File: config.mk
export PLATFORM = sky130hd
export DESIGN_NAME = mem_line_adapter
export DESIGN_NICKNAME = d
export VERILOG_FILES = /design/src/rtl/mem_line_adapter.sv
export SDC_FILE = /design/constraint.sdc
export NUM_CORES = 1
export LEC_CHECK = 0
export ABC_AREA = 1
export CAP_MARGIN = 20
export CORE_ASPECT_RATIO = 1.75
export CORE_MARGIN = 3
export CORE_UTILIZATION = 35
export CTS_BUF_LIST = sky130_fd_sc_hd__clkbuf_8
export CTS_CLUSTER_DIAMETER = 40
export DETAILED_ROUTE_END_ITERATION = 8
export DONT_BUFFER_PORTS = 1
export PLACE_DENSITY_LB_ADDON = 0.15
export SYNTH_ARGS = -nofsm -noshare
export SYNTH_HDL_FRONTEND = slang
export SYNTH_SLANG_ARGS = --single-unit
File: constraint.sdc
create_clock -name i_clk -period 3.1 [get_ports i_clk]
set_clock_uncertainty 0.15 [all_clocks]
set_input_delay 0.465 -clock i_clk [delete_from_list [all_inputs] [get_ports i_clk]]
set_output_delay 0.465 -clock i_clk [all_outputs]
set_load 0.02 [all_outputs]
File: src/rtl/mem_line_adapter.sv
// Line-to-word adapter between the cache memory port and a word-wide data memory.
// Each line request becomes WORDS sequential single-word beats; read beats assemble the fill line.
module mem_line_adapter #(
  parameter int unsigned BIT_W  = 32,
  parameter int unsigned ADDR_W = 32,
  parameter int unsigned WORDS  = 4
) (
  input  logic                   i_clk,
  input  logic                   i_rst_n,
  input  logic                   i_cache_cen,
  input  logic                   i_cache_wen,
  input  logic [ADDR_W-1:0]      i_cache_addr,
  input  logic [BIT_W*WORDS-1:0] i_cache_wdata,
  output logic [BIT_W*WORDS-1:0] o_cache_rdata,
  output logic                   o_cache_stall,
  output logic                   o_mem_cen,
  output logic                   o_mem_wen,
  output logic [ADDR_W-1:0]      o_mem_addr,
  output logic [BIT_W-1:0]       o_mem_wdata,
  input  logic [BIT_W-1:0]       i_mem_rdata,
  input  logic                   i_mem_stall
);

  localparam int unsigned LineW = BIT_W * WORDS;
  localparam int unsigned CntW  = (WORDS > 1) ? $clog2(WORDS) : 1;

  typedef enum logic [1:0] {
    StIdle,
    StIssue,
    StWait,
    StDone
  } state_e;

  state_e             state_q, state_d;
  logic [CntW-1:0]    cnt_q, cnt_d;
  logic               wen_q, wen_d;
  logic [ADDR_W-1:0]  addr_q, addr_d;
  logic [LineW-1:0]   wdata_q, wdata_d;
  logic [LineW-1:0]   line_q, line_d;

  logic               issue;
  logic               last_beat;

  assign issue     = (state_q == StIssue);
  assign last_beat = (cnt_q == CntW'(WORDS - 1));

  always_comb begin
    state_d = state_q;
    cnt_d   = cnt_q;
    wen_d   = wen_q;
    addr_d  = addr_q;
    wdata_d = wdata_q;
    line_d  = line_q;
    unique case (state_q)
      StIdle: begin
        // Request fields are captured once here; later input changes are ignored.
        if (i_cache_cen) begin
          wen_d   = i_cache_wen;
          addr_d  = i_cache_addr;
          wdata_d = i_cache_wdata;
          cnt_d   = '0;
          state_d = StIssue;
        end
      end
      StIssue: begin
        state_d = StWait;
      end
      StWait: begin
        if (!i_mem_stall) begin
          if (!wen_q) begin
            line_d[cnt_q*BIT_W +: BIT_W] = i_mem_rdata;
          end
          if (last_beat) begin
            state_d = StDone;
          end else begin
            cnt_d   = cnt_q + 1'b1;
            state_d = StIssue;
          end
        end
      end
      StDone: begin
        state_d = StIdle;
      end
      default: begin
        state_d = StIdle;
      end
    endcase
  end

  always_ff @(posedge i_clk or negedge i_rst_n) begin
    if (!i_rst_n) begin
      state_q <= StIdle;
      cnt_q   <= '0;
      wen_q   <= 1'b0;
      addr_q  <= '0;
      wdata_q <= '0;
      line_q  <= '0;
    end else begin
      state_q <= state_d;
      cnt_q   <= cnt_d;
      wen_q   <= wen_d;
      addr_q  <= addr_d;
      wdata_q <= wdata_d;
      line_q  <= line_d;
    end
  end

  // Stall rises combinationally on acceptance so the cache never sees a zero-cycle completion.
  always_comb begin
    o_cache_stall = ((state_q == StIdle) && i_cache_cen) ||
                    (state_q == StIssue) || (state_q == StWait);
    o_cache_rdata = line_q;
    o_mem_cen     = issue;
    o_mem_wen     = issue && wen_q;
    o_mem_addr    = '0;
    o_mem_wdata   = '0;
    if (issue) begin
      o_mem_addr = addr_q + (ADDR_W'(cnt_q) << 2);
      if (wen_q) begin
        o_mem_wdata = wdata_q[cnt_q*BIT_W +: BIT_W];
      end
    end
  end

endmodule

# == After elaboration in Yosys (flattened, before gate mapping) ==
# Cells that the tools add are included.
# op_classes
n_addsub,3
n_eq_ne,7
shift,3
mux,12
bitwise,2
reduce_logical,10
# op_table
op,n
$bwmux W128,1
$shift A32 B34 Y128 const A,1
$shiftx A128 B8 Y32,1
$shiftx A32 B34 Y128,1
$mux W32,3
$neg A7 Y34,1
$add A32 B4 Y32,1
$mux W2,6
$pmux W2 S4,1
$eq A2 B2 Y1 const B,3
$ne A2 B2 Y1 const B,3
$pmux W2 S2,1
$reduce_and A2 Y1,2
$reduce_and A4 Y1,1
$reduce_and A3 Y1,1
$add A2 B1 Y2 const B,1
$eq A2 B1 Y1 const B,1
$logic_and A1 B1 Y1,2
$logic_not A2 Y1,1
$logic_or A1 B1 Y1,2
$not A1 Y1,2
$reduce_bool A2 Y1,1
# totals
reg_bits,293
in_bits,197
out_inout_bits,195
elab_cells,43

# == Logic depth before layout (Yosys ltp) ==
# logic_depth
depth_word,4
depth_mapped,10
depth_no_buf,10

# == Worst setup path after synthesis ==
# No wires, ideal clock.
# synth_path
path_kind,reg2out
from,register cnt_q[0]
to,output port o_mem_addr[26]
arrival_ps,1872
t_required_ps,2485
setup_slack_ps,613
path_stages_with_launch,10
n_path_buf,0
cell_sequence,dfrtp_1 ha_1 fa_1 nand2_1 nor2_1 nand2_1 nor2_1 nand3_1 nand2_1 nor2_1
# synth_via
elab_chain_cells,2
# synth_rtl
element,line,rtl
from (decl),35,"logic [CntW-1:0] cnt_q, cnt_d;"
from (signal assigned),100,cnt_q <= cnt_d;
$add A32 B4 Y32,118,o_mem_addr = addr_q + (ADDR_W'(cnt_q) << 2);
$mux W32,117,if (issue) begin
to (decl),18,"output logic [ADDR_W-1:0] o_mem_addr,"
# No other way between the ends.

# == Final worst setup path ==
# layout_path
from,register cnt_q[1]
to,output port o_mem_addr[9]
# Same word-level chain as after synthesis.

==> flow_summary.ini <==
[outcome]
outcome = finished with violations
violations = hold timing

[yosys]
synthTopCellsByArea = dfrtp_1, mux2_2, nor2_1, nand2_1, o21ai_1
seq_area_frac_synth_pct = 53.7
yosysMostFrequentCell = dfrtp_1
yosys_register_bits = 293
synth_edf_count = 0
synth.distinct_cells = 25
synthTopCellsByCount = dfrtp_1, nor2_1, nand2_1, mux2_2, o21ai_1
syn_avg_cell_area_sq_um = 9.38
yosys_warnings = 0
ys.flop_type = dfrtp_1
synth_area_sq_mm = 0.0136
yosysTopAreaCellShare_pct = 53.7
async_reset_ff_share_pct = 100
synth_largest_area_cell = dfrtp_1
synthesis.nets = 1660
synthCells = 1454

[cells_and_area]
drive_gt1_share_pct = 20.5
seq_area_sq_mm = 0.00734
final_cells = 2216
area_growth_pct = 29.9
nFillCells = 3768
multi_input_area_sq_mm = 0.00577
finalNetCount = 1893
stdcell_area_sq_mm = 0.0177

[clock_network]
cts_max_level = 2
clock_latency_ns = 0.57
cts.sinks = 293
clk_pin_slew_ns = 0.06
cts_hold_buf = 194
cts-root-buf = clkbuf_8
clockBufferDepth = 3
cts_tree = done
cts-buffers-inserted = 48

[routing]
maxUsedRoutingLayer = met4
ant_nets = 0
post_drt_wl_per_cell_um = 21.0
wl_met2_um = 24900
vias_per_cell = 5.28
vias = 11700
drt-total-wl_um = 46600
drt_first_pass_iters = 5
met3_length_um = 3370
detail_route.iter0.violations = 622
drt-met1-wl_um = 16600
drc = 0

[global_route]
grtUsageTotal_pct = 21.9
grt_pass1_wl_um = 72100
antenna_found_initial = 6
first_global_vias = 12300
grt_max_degree = 294
grt_overflow = 0

[sta]
max_slew_margin_pct = 20.9
tightest_slew_ns = 1.19
rsz0062_at_grt = true
slew_violations = 0
clock.fmax_mhz = 332
worst_slack_ns = 0.0873
holdWs_ns = -0.568
finalHoldViolations = 293
min_period_ns = 3.01
period_share_pct = 97.2
setup-violations-final = 0

[critical_path]
crit_fanout = 6
r2r-start = cnt_q[0]
path_cells = ha_1, nand2_1, nand2_1, nand2_1, nor2_2, nor2_1, a21oi_1, buf_4
cpPeakStageDelay_ns = 0.45
r2r-end = o_cache_rdata[40]
crit_end = o_mem_addr[9]
cpMaxStageDelayCell = dfrtp_2
cp-end-kind = primary output
start_kind = flip-flop
rrSetupSlack_ns = 0.73
r2r_cells = 7
critical_path_class = reg -> out
cp.arrival_ns = 2.40
critPathLaunch = cnt_q[1]
crit_top_cell = nand2_1
cp.required_ns = 2.48

[floorplan]
row_count = 95
core_sq_mm = 0.0385
start_util_pct = 35.4
die_area_sq_mm = 0.0415
die_y_um = 267
boundaryPins = 392
die_w_um = 155

[flow_run]
cap_violations = 0

[worst_hold_path]
worstHoldPathType = in -> async

[placement]
place_congestion = 0.899
post-place-cells = 1922
port_buffers = 0
pre_cts_ws_ns = 0.431
dpl_cell_area_sq_mm = 0.0145
place_hpwl_um = 31400

[power]
p_leak_nw = 8.35
power.density_mw_per_mm2 = 896
peakVddDrop_mv = 0.580
total_power_mw = 15.9
## sequential cells by signal, indices dropped and copies added, names as in the netlist
signal,count
o_cache_rdata,128
state_q,2
wdata_q,128
cnt_q,2
wen_q,1
addr_q,32
## worst min path at each step
| stage | from | end | slack, ns |
|---|---|---|---|
| detailed placement | i_rst_n | wdata_q[39] | 0.03 |
| global placement | i_rst_n | wdata_q[39] | 0.03 |
| floorplan | i_rst_n | addr_q[0] | 0.02 |
| finish | i_rst_n | wdata_q[39] | -0.57 |
| global route | i_rst_n | wdata_q[7] | -0.63 |
| CTS | i_rst_n | wdata_q[39] | -0.62 |
## where the power goes
group	internal, mW	switching, mW	leakage [nW]	total [mW]
combinational	2.36	3.38	4.06	5.74
clock	2.23	1.64	0.599	3.87
sequential	5.13	1.14	3.69	6.27
total	9.72	6.16	8.35	15.9
## cells in the final DEF (no fill, tap or decap), drive strengths merged, types with 60 or more instances in the layout
cell         netlist  routed
dlygate4sd3        0     194
dfrtp            293     293
nand3             84      84
mux2             147     147
nand4             64      64
buf               61      91
a21oi             60      60
nand2            217     217
nor2             224     224
clkbuf            41      66
o21ai            204     204
## what timing repair did
action | CTS | global route
setup buffers | 2 | 4
resized for setup | 18 | 14
endpoints found under the hold margin | 584 | 293
pin swaps | 5 | 4
setup endpoints to repair | 17 | 18
## area by class of cell
class	count	area share, %
diodes	7	0.0988
clock buffers	66	5.13
clock inverters	21	1.16
inverters	43	0.925
multi-input cells	1016	32.6
flip-flops and latches	293	41.4
well taps	485	3.42
repair buffers	285	15.3
## stage by stage
stage	utilization, %	TNS [ns]
after floorplan	-	0
after global placement	37.6	0
after detailed placement	37.6	0
after CTS	45.8	0
after global routing	46.0	-0.245
final	46.0	0
## routing by layer
metal / GRT usage, % / up-vias
li1: - / 5412
met1: 23.8 / 5733
met2: 40.5 / 458
met3: 5.34 / 93
met4: 8.41 / 0
met5: 0 / -
## cell families (layout without fill, tap and decap cells)
kind of cell	after synthesis	in the layout	synth area share, %
AO/OA/AOI/OAI	265	265	9.74
XOR/XNOR	2	2	0.128
adder cells (fa/ha/maj)	9	9	0.880
buffers and inverters	145	415	4.90
flip-flops	293	293	53.7
multiplexers	147	147	12.1
other	0	7	0
AND/OR/NAND/NOR	593	593	18.5
## critical path, delay by kind of cell, from the launching register on
family,cells,cell delay (ns)
AND/OR/NAND/NOR,5,0.60
flip-flops,1,0.45
adder cells (fa/ha/maj),1,0.29
AO/OA/AOI/OAI,1,0.27
buffers and inverters,1,0.21
No activity file was read; power rests on OpenSTA's default activity.
